[config.mk]
export PLATFORM = sky130hd
export DESIGN_NAME = cadd_rr_arbiter
export DESIGN_NICKNAME = d
export VERILOG_FILES = /design/src/rtl/fft_common_pkg.sv /design/src/rtl/complex_adder.sv /design/src/rtl/cadd_rr_arbiter.sv
export SDC_FILE = /design/constraint.sdc
export NUM_CORES = 1
export LEC_CHECK = 0
export ABC_AREA = 1
export CORE_ASPECT_RATIO = 1.4
export CORE_MARGIN = 5
export CORE_UTILIZATION = 43
export DETAILED_ROUTE_END_ITERATION = 8
export GPL_ROUTABILITY_DRIVEN = 1
export GPL_TIMING_DRIVEN = 0
export PLACE_DENSITY_LB_ADDON = 0.2
export SKIP_CTS_REPAIR_TIMING = 1
export SLEW_MARGIN = 25
export SYNTH_ARGS = -nofsm -noshare
export SYNTH_HDL_FRONTEND = slang
export SYNTH_SLANG_ARGS = --single-unit
[constraint.sdc]
create_clock -name clk -period 5.65 [get_ports clk]
set_input_delay 0.8475 -clock clk [delete_from_list [all_inputs] [get_ports clk]]
set_output_delay 0.8475 -clock clk [all_outputs]
set_load 0.01 [all_outputs]
[src/rtl/fft_common_pkg.sv]
// Shared MultimodeFFT datapath definitions.
//   WIDTH    - default two's-complement sample width
//   SAT_MAX  - largest positive value at WIDTH
//   SAT_MIN  - most negative value at WIDTH
//   cplx_t   - packed complex sample (re, im)
package fft_common_pkg;

    localparam int unsigned WIDTH = 16;

    localparam logic [WIDTH-1:0] SAT_MAX = {1'b0, {(WIDTH-1){1'b1}}};
    localparam logic [WIDTH-1:0] SAT_MIN = {1'b1, {(WIDTH-1){1'b0}}};

    typedef struct packed {
        logic [WIDTH-1:0] re;
        logic [WIDTH-1:0] im;
    } cplx_t;

endpackage

[src/rtl/complex_adder.sv]
// Combinational saturating complex adder.
//   a_re, a_im, b_re, b_im - two's-complement operands
//   sum_re, sum_im         - component sums, each clamped to the WIDTH range
//   ovf                    - set when either component saturated
module complex_adder #(
    parameter int unsigned WIDTH = fft_common_pkg::WIDTH
) (
    input  logic [WIDTH-1:0] a_re,
    input  logic [WIDTH-1:0] a_im,
    input  logic [WIDTH-1:0] b_re,
    input  logic [WIDTH-1:0] b_im,
    output logic [WIDTH-1:0] sum_re,
    output logic [WIDTH-1:0] sum_im,
    output logic             ovf
);

    localparam logic [WIDTH-1:0] MaxVal = {1'b0, {(WIDTH-1){1'b1}}};
    localparam logic [WIDTH-1:0] MinVal = {1'b1, {(WIDTH-1){1'b0}}};

    logic [WIDTH:0] wide_re;
    logic [WIDTH:0] wide_im;
    logic           ovf_re;
    logic           ovf_im;

    always_comb begin
        wide_re = {a_re[WIDTH-1], a_re} + {b_re[WIDTH-1], b_re};
        wide_im = {a_im[WIDTH-1], a_im} + {b_im[WIDTH-1], b_im};
        // The extra sign bit disagrees with the WIDTH-bit sign only on overflow.
        ovf_re  = wide_re[WIDTH] ^ wide_re[WIDTH-1];
        ovf_im  = wide_im[WIDTH] ^ wide_im[WIDTH-1];
        sum_re  = ovf_re ? (wide_re[WIDTH] ? MinVal : MaxVal) : wide_re[WIDTH-1:0];
        sum_im  = ovf_im ? (wide_im[WIDTH] ? MinVal : MaxVal) : wide_im[WIDTH-1:0];
        ovf     = ovf_re | ovf_im;
    end

endmodule

[src/rtl/cadd_rr_arbiter.sv]
// Round-robin arbiter that time-shares one saturating complex adder.
//   clk, rst_n            - clock, async active-low reset
//   req_valid/req_ready   - per-requester handshake (ready is one-hot or zero)
//   req_a_*/req_b_*       - packed operands, requester i at [i*WIDTH +: WIDTH]
//   req_tag               - packed opaque tags
//   out_valid/out_ready   - result handshake
//   out_re/out_im/out_ovf - registered saturated sum and its overflow flag
//   out_src/out_tag       - granted requester index and its tag
//   clr_status            - synchronous clear of ovf_sticky and sat_count
//   ovf_sticky, sat_count - overflow status for the mode controller
module cadd_rr_arbiter #(
    parameter int unsigned WIDTH   = fft_common_pkg::WIDTH,
    parameter int unsigned NUM_REQ = 4,
    parameter int unsigned TAG_W   = 4,
    localparam int unsigned SRC_W  = $clog2(NUM_REQ)
) (
    input  logic                     clk,
    input  logic                     rst_n,
    input  logic [NUM_REQ-1:0]       req_valid,
    output logic [NUM_REQ-1:0]       req_ready,
    input  logic [NUM_REQ*WIDTH-1:0] req_a_re,
    input  logic [NUM_REQ*WIDTH-1:0] req_a_im,
    input  logic [NUM_REQ*WIDTH-1:0] req_b_re,
    input  logic [NUM_REQ*WIDTH-1:0] req_b_im,
    input  logic [NUM_REQ*TAG_W-1:0] req_tag,
    output logic                     out_valid,
    input  logic                     out_ready,
    output logic [WIDTH-1:0]         out_re,
    output logic [WIDTH-1:0]         out_im,
    output logic                     out_ovf,
    output logic [SRC_W-1:0]         out_src,
    output logic [TAG_W-1:0]         out_tag,
    input  logic                     clr_status,
    output logic                     ovf_sticky,
    output logic [15:0]              sat_count
);

    // One-hot grant for the first valid requester at or after ptr, wrapping.
    function automatic logic [NUM_REQ-1:0] rr_pick(input logic [NUM_REQ-1:0] valid,
                                                   input logic [SRC_W-1:0]   ptr);
        logic [NUM_REQ-1:0] grant;
        logic               found;
        int unsigned        idx;
        grant = '0;
        found = 1'b0;
        for (int unsigned i = 0; i < NUM_REQ; i++) begin
            idx = int'(ptr) + i;
            if (idx >= NUM_REQ) begin
                idx = idx - NUM_REQ;
            end
            if (!found && valid[idx[SRC_W-1:0]]) begin
                grant[idx[SRC_W-1:0]] = 1'b1;
                found                 = 1'b1;
            end
        end
        return grant;
    endfunction

    logic               out_valid_q;
    logic [WIDTH-1:0]   out_re_q;
    logic [WIDTH-1:0]   out_im_q;
    logic               out_ovf_q;
    logic [SRC_W-1:0]   out_src_q;
    logic [TAG_W-1:0]   out_tag_q;
    logic [SRC_W-1:0]   rr_ptr_q;
    logic               ovf_sticky_q;
    logic [15:0]        sat_count_q;

    logic               slot_free;
    logic [NUM_REQ-1:0] grant;
    logic               accept;
    logic [SRC_W-1:0]   gnt_idx;
    logic [SRC_W-1:0]   rr_ptr_d;
    logic [WIDTH-1:0]   sel_a_re;
    logic [WIDTH-1:0]   sel_a_im;
    logic [WIDTH-1:0]   sel_b_re;
    logic [WIDTH-1:0]   sel_b_im;
    logic [TAG_W-1:0]   sel_tag;
    logic [WIDTH-1:0]   sum_re;
    logic [WIDTH-1:0]   sum_im;
    logic               sum_ovf;
    logic               sat_event;
    logic               ovf_sticky_d;
    logic [15:0]        sat_count_d;

    assign slot_free = !out_valid_q || out_ready;
    // Gating with rst_n keeps ready low during reset even though slot_free is high then.
    assign grant     = (slot_free && rst_n) ? rr_pick(req_valid, rr_ptr_q) : '0;
    assign accept    = |grant;
    assign req_ready = grant;

    // Encode the grant and mux the granted operands into the shared adder.
    always_comb begin
        gnt_idx  = '0;
        sel_a_re = '0;
        sel_a_im = '0;
        sel_b_re = '0;
        sel_b_im = '0;
        sel_tag  = '0;
        for (int unsigned i = 0; i < NUM_REQ; i++) begin
            if (grant[i]) begin
                gnt_idx  = SRC_W'(i);
                sel_a_re = req_a_re[i*WIDTH +: WIDTH];
                sel_a_im = req_a_im[i*WIDTH +: WIDTH];
                sel_b_re = req_b_re[i*WIDTH +: WIDTH];
                sel_b_im = req_b_im[i*WIDTH +: WIDTH];
                sel_tag  = req_tag[i*TAG_W +: TAG_W];
            end
        end
    end

    complex_adder #(
        .WIDTH (WIDTH)
    ) u_adder (
        .a_re   (sel_a_re),
        .a_im   (sel_a_im),
        .b_re   (sel_b_re),
        .b_im   (sel_b_im),
        .sum_re (sum_re),
        .sum_im (sum_im),
        .ovf    (sum_ovf)
    );

    assign rr_ptr_d  = (gnt_idx == SRC_W'(NUM_REQ - 1)) ? '0 : gnt_idx + 1'b1;
    assign sat_event = accept && sum_ovf;

    // A clear in the same cycle as a saturating accept still records that event.
    always_comb begin
        ovf_sticky_d = ovf_sticky_q | sat_event;
        sat_count_d  = sat_count_q;
        if (clr_status) begin
            ovf_sticky_d = sat_event;
            sat_count_d  = {15'd0, sat_event};
        end else if (sat_event && (sat_count_q != 16'hFFFF)) begin
            sat_count_d = sat_count_q + 16'd1;
        end
    end

    always_ff @(posedge clk or negedge rst_n) begin
        if (!rst_n) begin
            out_valid_q <= 1'b0;
            out_re_q    <= '0;
            out_im_q    <= '0;
            out_ovf_q   <= 1'b0;
            out_src_q   <= '0;
            out_tag_q   <= '0;
            rr_ptr_q    <= '0;
        end else if (accept) begin
            out_valid_q <= 1'b1;
            out_re_q    <= sum_re;
            out_im_q    <= sum_im;
            out_ovf_q   <= sum_ovf;
            out_src_q   <= gnt_idx;
            out_tag_q   <= sel_tag;
            rr_ptr_q    <= rr_ptr_d;
        end else if (slot_free) begin
            out_valid_q <= 1'b0;
        end
    end

    always_ff @(posedge clk or negedge rst_n) begin
        if (!rst_n) begin
            ovf_sticky_q <= 1'b0;
            sat_count_q  <= '0;
        end else begin
            ovf_sticky_q <= ovf_sticky_d;
            sat_count_q  <= sat_count_d;
        end
    end

    assign out_valid  = out_valid_q;
    assign out_re     = out_re_q;
    assign out_im     = out_im_q;
    assign out_ovf    = out_ovf_q;
    assign out_src    = out_src_q;
    assign out_tag    = out_tag_q;
    assign ovf_sticky = ovf_sticky_q;
    assign sat_count  = sat_count_q;

endmodule

# ---- Word-level counts from Yosys, hierarchy flattened
# Cells that the tools add are included.
dict set report totals {
  ff_bits 59
  inputBits 280
  output_inout_bits 61
  elab_cells 120
}
dict set report classes {
  add_sub_neg 11
  n_lt_le_gt_ge 12
  n_eq_ne 2
  n_mux 61
  bitwise_logic 7
  reduce_logical 18
}
# op n
set op_table {}
lappend op_table {{$mux 16} 22}
lappend op_table {{$mux 4} 9}
lappend op_table {{$add 16x16->17} 2}
lappend op_table {{$add 16x1->16 const B} 1}
lappend op_table {{$ne 16x16->1 const B} 1}
lappend op_table {{$mux 1} 15}
lappend op_table {{$mux 2} 7}
lappend op_table {{$lt 2x3->1 const B} 4}
lappend op_table {{$or 4x4->4} 3}
lappend op_table {{$logic_and 1x1->1} 10}
lappend op_table {{$ge 3x3->1 const B} 3}
lappend op_table {{$bmux 1 s2} 4}
lappend op_table {{$demux 1 s2} 4}
lappend op_table {{$ge 2x1->1 const B} 4}
lappend op_table {{$sub 2x1->2 const B} 4}
lappend op_table {{$add 2x2->3 const B} 2}
lappend op_table {{$logic_not 1->1} 4}
lappend op_table {{$reduce_bool 2->1} 2}
lappend op_table {{$reduce_or 4->1} 1}
lappend op_table {{$add 2x1->3 const B} 1}
lappend op_table {{$ge 2x3->1 const B} 1}
lappend op_table {{$add 2x1->2 const B} 1}
lappend op_table {{$eq 2x2->1 const B} 1}
lappend op_table {{$or 1x1->1} 2}
lappend op_table {{other kinds (2)} 3}

# ---- Longest topological paths before layout
dict set report logic_depth {
  word_depth 26
  mapped_depth 37
  depth_no_buf 35
}

# ---- By module
# Synthesis repeated with hierarchy kept, for this count alone.
dict set report hier_totals {
  cells_unflattened 1128
  area_unflattened_um2 7145.6
}
# mod n_inst cells_per_inst area_per_inst_um2 seq_area_each_um2
set by_module_without_submodules {}
lappend by_module_without_submodules {cadd_rr_arbiter 1 727 4987.3 1476.4}
lappend by_module_without_submodules {complex_adder 1 401 2158.3 0.0}

# ---- Least setup slack after synthesis
# No wires, ideal clock.
dict set report synth_timing {
  path_type {register to register}
  start {register rr_ptr_q[0]}
  end {register sat_count_q[6], in the netlist sat_count[6]}
  setup_ns 0.120
  arrival_ns 4.194
  required_ns 5.530
  setup_slack_ns 1.336
  stages_incl_launch_ff 36
  path_buffers 3
  period_less_slack_ns 4.314
  cell_sequence {dfrtp_1 inv_2 ha_1 inv_1 nand3_1 nand2_1 nand2_4 nor2_4 nand2_1 nand3b_1 nand2_2 inv_2 buf_4 buf_2 a21oi_1 o21ai_1 ha_1 inv_1 fa_1 inv_1 nand2_1 nand2_1 nand3_1 nand2_1 nand2_1 nand2_1 nand2_1 nand2_1 nand2_1 nand2_1 inv_1 nand2_1 nand3_4 buf_4 nand3_1 nand2_1}
}
dict set report synth_between {
  elab_chain_cells 25
  word_cells_on_any_way 85
  cone_classes {add/sub: 9; order compare: 12; mux: 44; bitwise: 6; reduce/logical: 14}
}
# item line
set synth_lines {}
lappend synth_lines {{start, declared} cadd_rr_arbiter.sv:65} ;# logic [SRC_W-1:0] rr_ptr_q;
lappend synth_lines {{start signal, assigned} cadd_rr_arbiter.sv:155} ;# rr_ptr_q <= rr_ptr_d;
lappend synth_lines {{parallel branches: the longest is 13 deep, another holds $add 2x1->3} n/a}
lappend synth_lines {{$mux 4 (*)} cadd_rr_arbiter.sv:51} ;# if (!found && valid[idx[SRC_W-1:0]]) begin
lappend synth_lines {{$mux 4 (*)} cadd_rr_arbiter.sv:88} ;# assign grant = (slot_free && rst_n) ? rr_pick(req_valid, rr_ptr_q) : '0;
lappend synth_lines {{via req_ready[0]} cadd_rr_arbiter.sv:20} ;# output logic [NUM_REQ-1:0] req_ready,
lappend synth_lines {{$mux 16 (4 in a row)} cadd_rr_arbiter.sv:101} ;# if (grant[i]) begin
lappend synth_lines {{$add 16x16->17, on equally long branches} {complex_adder.sv:26, complex_adder.sv:27}}
lappend synth_lines {{$xor 1x1->1, on equally long branches} {complex_adder.sv:29, complex_adder.sv:30}}
lappend synth_lines {{$or 1x1->1} complex_adder.sv:33} ;# ovf = ovf_re | ovf_im;
lappend synth_lines {{$logic_and 1x1->1 (*)} cadd_rr_arbiter.sv:125} ;# assign sat_event = accept && sum_ovf;
lappend synth_lines {{$logic_and 1x1->1 (*)} cadd_rr_arbiter.sv:134} ;# end else if (sat_event && (sat_count_q != 16'hFFFF)) begin
lappend synth_lines {{$reduce_bool 2->1 (no source line) (*)} n/a}
lappend synth_lines {{end signal, assigned} cadd_rr_arbiter.sv:167} ;# sat_count_q <= sat_count_d;
lappend synth_lines {{end, declared} cadd_rr_arbiter.sv:67} ;# logic [15:0] sat_count_q;
# Mark *: on every way through the listed nets, which the timed path passes. The select of a mux whose other input is x is not followed.
# A chain may end at the register's enable or synchronous reset.

# ---- Worst setup path in the final report
dict set report layout_timing {
  start {input port req_valid[1]}
  end {register sat_count_q[15], in the netlist sat_count[15]}
}
dict set report layout_between {
  elab_chain_cells 23
  word_cells_on_any_way 50
  cone_classes {add/sub: 2; mux: 32; bitwise: 6; reduce/logical: 10}
}
# item line
set layout_lines {}
lappend layout_lines {{start, declared} cadd_rr_arbiter.sv:19} ;# input logic [NUM_REQ-1:0] req_valid,
lappend layout_lines {{$bmux 1 s2} cadd_rr_arbiter.sv:51}
lappend layout_lines {{$mux 1 (not written as such)} cadd_rr_arbiter.sv:51}
lappend layout_lines {{$mux 1} cadd_rr_arbiter.sv:51}
lappend layout_lines {{$logic_not 1->1} cadd_rr_arbiter.sv:51}
lappend layout_lines {{$logic_and 1x1->1} cadd_rr_arbiter.sv:51}
lappend layout_lines {{$mux 1} cadd_rr_arbiter.sv:51}
lappend layout_lines {{$logic_not 1->1} cadd_rr_arbiter.sv:51}
lappend layout_lines {{$logic_and 1x1->1} cadd_rr_arbiter.sv:51}
lappend layout_lines {{[4 not listed]} n/a}
lappend layout_lines {{$mux 4 (*)} cadd_rr_arbiter.sv:88}
lappend layout_lines {{$mux 16 (4 in a row)} cadd_rr_arbiter.sv:101}
lappend layout_lines {{$add 16x16->17, on equally long branches} {complex_adder.sv:26, complex_adder.sv:27}}
lappend layout_lines {{$xor 1x1->1, on equally long branches} {complex_adder.sv:29, complex_adder.sv:30}}
lappend layout_lines {{$or 1x1->1} complex_adder.sv:33}
lappend layout_lines {{$logic_and 1x1->1 (*)} cadd_rr_arbiter.sv:125}
lappend layout_lines {{$logic_and 1x1->1 (*)} cadd_rr_arbiter.sv:134}
lappend layout_lines {{$reduce_bool 2->1 (no source line) (*)} n/a}
# Every way passes the cells marked *; elsewhere a longest branch is shown, timed or not. The select of a mux whose other input is x is not followed.

==> reports/metrics.csv <==
stage,metric,value,unit
die,Die H,162,µm
placed_design,DP Area,10800,µm²
synth,Synth Area in XOR/XNOR,0.0430,
timing,worst slew pin tran,0.559,ns
route,DRT iter0 DRCs,647,
timing,maximum clock rate,191,MHz
placed_design,Cells after DPL,1759,
clock_network,CTS Sinks,59,
final_layout,Final Non-Filler Cells,1779,
synth,synth cell count leaders,"nand2_1 (531), nand3_1 (97), inv_1 (85), nor2_1 (84), a21oi_1 (67)",
synth,sequential fraction of the synthesis area,0.207,
die,Initial Util,0.439,
final_layout,Final Util,0.689,
worst_setup_path,WP buf/inv,8,
synth,Yosys reg bits,59,
synth,post-synthesis compound-gate area fraction,0.123,
timing,setup ws final,0.424,ns
synth,Post-Synth Adder-Cell Area,0.0775,
synth,Post-synth EDFFs,0,
synth,post-synth top area cell,nand2_1,
worst_setup_path,r2r setup slk,0.47,ns
timing,"Slew Viols, Final",0,
synth,ys async rst share,1.00,
global_route,first-pass GRT wire length,49000,µm
synth,multiplexer share of the synthesized area,0,
timing,Setup-failing EPs final,0,
synth,Synth top area share,0.279,
final_layout,area grow syn2layout,56.9,%
final_layout,fin nets,1897,
timing,final worst-path cycle share,0.925,
pwr,Final Power,7.40,mW
timing,RSZ-0062 raised after global routing,false,
timing,slew margin rel.,0.627,
placed_design,RePlAce Congestion,0.942,
global_route,Tot GR Track Use,0.325,
worst_setup_path,"CP delay by family, top",simple AND/OR/NAND/NOR gates,
synth,"Avg Cell Area, Syn",5.85,µm²
clock_network,H-tree level count,3,
clock_network,Skew-Pair Late Insertion Delay,0.34,ns
placed_design,DP Wirelength,26800,µm
clock_network,Inserted Clock Buffers,9,
timing,Setup Skew,0.00594,ns
timing,hold_ws,0.370,ns
synth,cells after synthesis,1219,
die,core area,16200,µm²
die,# IOs,341,
clock_network,CTS Root Cell,clkbuf_16,
global_route,grt ovf,0,
worst_setup_path,critical path depth,34,
die,Die Wd,119,µm
global_route,largest net degree at the start of global routing,48,
worst_setup_path,max incr delay on CP,0.51,ns
worst_setup_path,Crit-path slowest cell,clkdlybuf4s50_1,
final_layout,"Design Area, Final",11200,µm²
worst_setup_path,CP max FO,10,
outcome,status,finished clean,
synth,synth warn,0,
synth,Area contributors post-synth,"nand2_1 (28%), dfrtp_1 (21%), ha_1 (7.2%)",
route,Detailed Routing Iterations Pass 1,7,
pwr,PwrDens,661,nW/µm²
timing,final hold violations,0,
route,Residual DRC,0,
worst_setup_path,CP startpoint kind,input port,
worst_setup_path,cell mode on critical path,nand2_1,
clock_network,CTS tree,built,
pwr,worst vdd ir,0.330,mV
clock_network,clk buf depth,2,
route,Antenna Nets Post-Route,0,
timing,Setup TNS,0,ns
global_route,number of global-route vias before repair,9224,
synth,top-count cell post-synth,nand2_1,
route,final WL,32200,µm
worst_setup_path,CP Data Required Time,5.88,ns
worst_setup_path,worst-case reg-to-reg path depth,35,
synth,post-synthesis cell type count,40,
pwr,P_leak,5.44,nW
worst_hold_path,HP Class,input port to asynchronous set/reset pin,
synth,ys flop type,dfrtp_1,
die,num rows,55,
synth,largest family of logic cells by synthesized area,simple AND/OR/NAND/NOR gates,
placed_design,Port Buf Inserts,340,
route,routed vias,9237,
synth,syn nets,1542,
timing,min Tclk post-route,5.23,ns
global_route,initial antenna violation count,1,
route,vias per cell,5.19,
worst_setup_path,CP endpoint kind,flip-flop,
final_layout,layout cells sized above 1,0.0716,
synth,Synth Cell Area,7130,µm²
synth,simple-gate area share of the yosys netlist,0.462,
placed_design,dpl ws,-0.200,ns
worst_setup_path,Worst Path Arrival,5.45,ns
clock_network,Worst-path clk slew,0.06,ns
job,maxcap violations,0,
worst_setup_path,WS Path Type,input port to flip-flop,
die,full die area,19300,µm²
route,routed length per instance,18.1,µm
==> cell usage in the layout (no fill, tap or decap), types with 11 or more instances in the layout <==
cell | synthesis | layout
nand2_1 | 531 | 530
clkdlybuf4s50_1 | 0 | 339
nand3_1 | 97 | 97
inv_1 | 85 | 85
nor2_1 | 84 | 84
a21oi_1 | 67 | 67
dfrtp_1 | 59 | 57
ha_1 | 41 | 41
o21ai_1 | 37 | 37
xor2_1 | 24 | 24
o21ai_0 | 22 | 21
buf_2 | 23 | 19
o211ai_1 | 17 | 17
inv_2 | 12 | 12
buf_4 | 7 | 12
xnor2_1 | 11 | 11
==> worst reg2reg max path: cells and delay by family (launching register included) <==
kind | cells | cell delay [ns]
DFF | 1 | 0.49
AOI/OAI and AO/OA | 2 | 0.35
and+or+nand+nor | 21 | 2.14
buffers and inverters | 9 | 1.14
adders and majority gates | 3 | 0.96
==> state kept, by name (all words and copies together), names as in the netlist <==
name / flops
out_im: 16
out_re: 16
sat_count: 16
out_tag: 4
out_src: 2
rr_ptr_q: 2
out_ovf: 1
out_valid: 1
ovf_sticky: 1
==> path summary, 6_finish.rpt <==
kind,endpoint,start
worst max-delay path,sat_count[15],req_valid[1]
worst min-delay path,out_im[1],rst_n
min in group clk,out_tag[1],out_tag[1]
worst max register to register,sat_count[15],rr_ptr_q[1]
worst min register to register,out_tag[1],out_tag[1]
max in group asynchronous,out_im[8],rst_n
==> final cells by class <==
class                   count  area, µm²
clock inverters             6       88.8
repair buffers            344       3450
multi-input cells        1013       5030
clock buffers              10        239
inverters                  97        364
diodes                      1       2.50
well taps                 199        249
fillers                  1524       5050
flip-flops and latches     59       1480
plain buffers              50        288
==> cells by family (layout without fill, tap and decap cells) <==
family | after synthesis | after routing
and+or+nand+nor | 778 | 778
other | 0 | 1
adders and majority gates | 43 | 43
DFF | 59 | 59
buffers and inverters | 147 | 507
AOI/OAI and AO/OA | 157 | 157
xor gates and xnor gates | 35 | 35
==> report_power, final <==
part	switching, mW	total, mW	internal (mW)	leakage (nW)
combinational	3.80	6.04	2.24	4.57
clock	0.209	0.607	0.398	0.155
sequential	0.131	0.762	0.630	0.720
total	4.14	7.40	3.27	5.44
==> routing by layer <==
metal / share of wire / global-route usage / wire length [µm] / vias to the layer above
li1: - / - / - / 4606
met1: 0.37 / 0.363 / 12000 / 4138
met2: 0.50 / 0.584 / 15900 / 410
met3: 0.084 / 0.0754 / 2710 / 83
met4: 0.047 / 0.146 / 1510 / 0
met5: 0 / 0 / 0 / -
No activity file was read; power rests on OpenSTA's default activity.
